### config.mk
export PLATFORM = sky130hd
export DESIGN_NAME = mem_arbiter
export DESIGN_NICKNAME = d
export VERILOG_FILES = /design/src/rtl/mem_arbiter.sv
export SDC_FILE = /design/constraint.sdc
export NUM_CORES = 1
export LEC_CHECK = 0
export ABC_AREA = 1
export CAP_MARGIN = 30
export CORE_UTILIZATION = 37
export DETAILED_ROUTE_END_ITERATION = 8
export HOLD_SLACK_MARGIN = 0.05
export PLACE_DENSITY = 0.75
export SYNTH_ARGS = -nofsm -noshare
export SYNTH_HDL_FRONTEND = slang
export SYNTH_SLANG_ARGS = --single-unit
### constraint.sdc
create_clock -name clk -period 1.3 [get_ports clk]
set_input_delay 0.195 -clock clk [delete_from_list [all_inputs] [get_ports clk]]
set_output_delay 0.195 -clock clk [all_outputs]
set_load 0.005 [all_outputs]
### src/rtl/mem_arbiter.sv
// Shares one single-port memory between the instruction-fetch and data-access paths.
// Each transaction goes through arbitration (IDLE), the memory access (ACCESS) and a one-cycle acknowledge (ACK).
module mem_arbiter #(
  parameter int ADDR_W  = 16,
  parameter int DATA_W  = 8,
  parameter int TIMEOUT = 15
) (
  input  logic              clk,
  input  logic              rst,
  input  logic              i_req,
  input  logic [ADDR_W-1:0] i_addr,
  output logic [DATA_W-1:0] i_data,
  output logic              iacq,
  input  logic              d_rd,
  input  logic              d_wr,
  input  logic [ADDR_W-1:0] d_addr,
  input  logic [DATA_W-1:0] d_wdata,
  output logic [DATA_W-1:0] d_rdata,
  output logic              dacq,
  output logic              err,
  output logic              busy,
  output logic              mem_en,
  output logic              mem_we,
  output logic [ADDR_W-1:0] mem_addr,
  output logic [DATA_W-1:0] mem_wdata,
  input  logic [DATA_W-1:0] mem_rdata,
  input  logic              mem_ready,
  output logic [1:0]        state_dbg
);

  // Handshake: i_req and d_rd/d_wr are levels, held until iacq/dacq is seen high
  // for one cycle. The requester must drop or change its request on that same edge.
  // Requests are sampled only in IDLE.

  typedef enum logic [1:0] {
    IDLE   = 2'd0,
    ACCESS = 2'd1,
    ACK    = 2'd2
  } state_t;

  localparam int CNT_W = (TIMEOUT > 1) ? $clog2(TIMEOUT + 1) : 1;

  state_t             state;
  logic               last_grant_data;
  logic               owner_data;
  logic [CNT_W-1:0]   tmo_cnt;
  logic               d_req;
  logic               grant_data;
  logic               tmo_hit;

  assign d_req = d_rd | d_wr;
  // Data wins when it is the only requester, or when both request and the fetch side was served last.
  assign grant_data = d_req && (!i_req || !last_grant_data);
  assign tmo_hit    = (TIMEOUT != 0) && (tmo_cnt == CNT_W'(TIMEOUT - 1));
  assign state_dbg  = state;

  always_ff @(posedge clk) begin
    if (rst) begin
      state           <= IDLE;
      last_grant_data <= 1'b0;
      owner_data      <= 1'b0;
      tmo_cnt         <= '0;
      iacq            <= 1'b0;
      dacq            <= 1'b0;
      err             <= 1'b0;
      busy            <= 1'b0;
      mem_en          <= 1'b0;
      mem_we          <= 1'b0;
      mem_addr        <= '0;
      mem_wdata       <= '0;
      i_data          <= '0;
      d_rdata         <= '0;
    end else begin
      case (state)
        IDLE: begin
          iacq <= 1'b0;
          dacq <= 1'b0;
          err  <= 1'b0;
          if (i_req || d_req) begin
            state           <= ACCESS;
            busy            <= 1'b1;
            mem_en          <= 1'b1;
            owner_data      <= grant_data;
            last_grant_data <= grant_data;
            tmo_cnt         <= '0;
            if (grant_data) begin
              mem_addr  <= d_addr;
              mem_we    <= d_wr;
              mem_wdata <= d_wr ? d_wdata : '0;
            end else begin
              mem_addr  <= i_addr;
              mem_we    <= 1'b0;
              mem_wdata <= '0;
            end
          end
        end

        ACCESS: begin
          if (mem_ready || tmo_hit) begin
            state  <= ACK;
            mem_en <= 1'b0;
            mem_we <= 1'b0;
            iacq   <= !owner_data;
            dacq   <= owner_data;
            err    <= !mem_ready;
            // Only a successful read updates the read registers; writes and timeouts leave them alone.
            if (mem_ready) begin
              if (!owner_data) begin
                i_data <= mem_rdata;
              end else if (!mem_we) begin
                d_rdata <= mem_rdata;
              end
            end
          end else if (TIMEOUT != 0) begin
            tmo_cnt <= tmo_cnt + 1'b1;
          end
        end

        ACK: begin
          state   <= IDLE;
          iacq    <= 1'b0;
          dacq    <= 1'b0;
          err     <= 1'b0;
          busy    <= 1'b0;
          mem_en  <= 1'b0;
          mem_we  <= 1'b0;
          tmo_cnt <= '0;
        end

        default: begin
          state <= IDLE;
        end
      endcase
    end
  end

endmodule

==> impl_metrics.toml <==
[global_routing]
antenna_found_initial = 0
grt-ovfl-total = 0
grt_use_total = 0.2148
grt_pass1_wl_mm = 10.63
grt_max_degree = 30
grt_pass1_vias = 2264

[cells_and_area]
num_antenna_cells = 0
drive_gt1_frac = 0.2884
area_delta_synth_final_pct = 73.62
seqCellArea_mm2 = 0.001112
multi_input_area_mm2 = 0.001215
nNetsFinal = 489
fillerInstances = 490

[clock_network]
clkSinkCount = 53
clk_latency_ns = 0.31
cts_tree = "yes"
cts_root_buffer = "clkbuf_8"
holdBufCountCts = 0
cts_max_level = 2
clkTransAtPathRegs_ns = 0.10
numCtsBuffers = 5
cts_max_path_buffers = 2

[timing]
finalSetupViolations = 17
rsz0062_at_grt = "yes"
finalCritPeriodShare = 1.087
fin_ws_ns = -0.1134
min_period_ns = 1.413
finalSetupTns_ns = -0.6605
final_hold_viol_count = 0
worst_slew_pin_slew_ns = 0.3132
whs_ns = 0.4284
drv_slew = 0
maxSlewHeadroom = 0.7909
max_freq_ghz = 0.7075
clock_skew_ns = 0.006064

[setup_path]
rr_endpoint = "state_dbg[0]"
critPathLaunchType = "register"
crit_fanout = 6
critPathKind = "register to register"
end_kind = "register"
cp_data_arrival_time_ns = 1.65
r2r.worst_path.cells = 7
r2r_start = "tmo_cnt[0]"
r2r_setup_slack_ns = -0.11
cp.required_ns = 1.54

[route]
viasPerCell = 5.000
wl_mm = 7.103
drtIter0Drc = 84
dr.pass1.iters = 4
drcViolationCount = 0
final_antenna_net_count = 0
vias = 2510
avgRoutedWirePerCell_um = 14.15

[floorplanning]
dieArea_mm2 = 0.006299
die_x_um = 79.37
pin_count = 102
core_area_mm2 = 0.005642
start_util = 0.3925
core.rowCount = 27
chipHeight_um = 79.37

[flow_run]
max-cap-violations = 0

[power]
p_leak_uw = 0.001801
power_uw = 4082
irDropWorstVdd_uv = 576.9
powerDensity_mw_per_mm2 = 1062

[yosys]
syn_inst = 299
synth_top_area_share = 0.4791
syn_nets = 359
ys_seq_area_frac = 0.4791
ys.flop_type = "dfxtp_1"
synth_area_leaders = "dfxtp_1 48%, a21oi_1 11%, nand2_1 9.0%"
synth_area_leader_cell = "dfxtp_1"
yosys-top-cells-count = "53 x dfxtp_1, 53 x nand2_1, 51 x nor2_1"
synthArstFlopShare = 0
ys_ff_latch = 53
synth.avg_cell_area_um2 = 7.407
synth-edff-count = 0
yosysWarnings = 0
netlist_area_mm2 = 0.002215
synth.distinct_cells = 20

[placement]
io_buffers = 101
place_congestion = 0.8118
place_ws_ns = -0.2479
dpl.hpwl_mm = 4.746

[worst_hold_path]
holdPathEnd = "mem_addr[8]"
hold_start = "d_addr[8]"
min_path_type = "primary input to register"
worstHoldPathCells = 3

[outcome]
violations = "negative setup slack"
status = "finished with violations"
-- routing by layer --
metal | global-route usage | wire [um] | vias up
li1 | - | - | 1241
met1 | 0.2691 | 2929 | 1181
met2 | 0.3552 | 3651 | 80
met3 | 0.06207 | 451 | 8
met4 | 0.06364 | 70 | 0
met5 | 0 | 0 | -
-- power by group --
group,internal [uW],total [uW],switching (uW)
Combinational,638,1240,598
Clock,384,952,568
Sequential,1800,1890,90.5
-- sequential cells by signal, summed over array words and instances, names as in the netlist --
signal / cells
mem_addr: 16
d_rdata: 8
i_data: 8
mem_wdata: 8
tmo_cnt: 4
state_dbg: 2
busy: 1
dacq: 1
err: 1
iacq: 1
mem_en: 1
mem_we: 1
owner_data: 1
-- cell families (layout without fill, tap and decap cells) --
family | after synthesis | in the layout | share of synthesized area
buffers and inverters | 31 | 162 | 0.06271
adders and majority gates | 6 | 6 | 0.03390
and+or+nand+nor | 121 | 121 | 0.2237
AOI/OAI and AO/OA | 88 | 88 | 0.2006
DFF | 53 | 53 | 0.4791
-- critical path: stages (launching register included) --
cell and delay, ns:
dfxtp_1 0.34, inv_1 0.06, ha_1 0.22, nand3_2 0.11, nand3_2 0.21, nand2_1 0.19, nand2_1 0.08, a21oi_1 0.13
-- cell usage in the layout (no fill, tap or decap), types with 7 or more instances in the layout --
| cell | netlist | final |
|---|---|---|
| buf_4 | 1 | 27 |
| o21ai_1 | 1 | 8 |
| dlygate4sd2_1 | 0 | 48 |
| nand3_1 | 12 | 7 |
| a21oi_2 | 0 | 8 |
| dfxtp_1 | 53 | 16 |
| dfxtp_2 | 0 | 35 |
| inv_1 | 17 | 13 |
| nor2_1 | 51 | 43 |
| nand2_1 | 53 | 47 |
| a21oi_1 | 49 | 41 |
| clkdlybuf4s50_1 | 0 | 52 |
| o21ai_0 | 37 | 28 |
-- final cells by class --
cell class / instances / share of cell area
clock inverter: 3 / 0.005532
clock buffer: 5 / 0.01790
sequential: 53 / 0.2893
inverter: 20 / 0.02148
multi-input combinational: 215 / 0.3160
tap: 72 / 0.02343
timing repair buffer: 134 / 0.3264
-- through the flow --
step	instances	area, um^2	util
final	502	3845	0.6815
after global routing	502	3845	0.6815
after CTS	501	3687	0.6536
after detailed placement	487	3503	0.6210
after global placement	487	3503	0.6210
after floorplan	299	2246	-
-- worst max-delay path by stage --
stage / cells past startpoint / slack [ns] / endpoint / start
CTS: 7 / -0.06 / mem_wdata[7] / state_dbg[0]
global route: 7 / -0.20 / state_dbg[0] / tmo_cnt[0]
global placement: 8 / -0.22 / mem_addr[13] / d_wr
detailed placement: 8 / -0.25 / mem_addr[11] / d_wr
floorplan: 6 / 0.03 / dacq / state_dbg[0]
finish: 7 / -0.11 / state_dbg[0] / tmo_cnt[0]
-- repair_timing --
action                                  in CTS  in global routing
resized for setup                           99                 44
setup buffers                                6                  0
hold endpoints to repair                     0                  0
cloned                                       0                  1
pin swaps                                   10                 13
endpoints found under the setup margin      66                 51
Power figures use the tool's default switching activity.
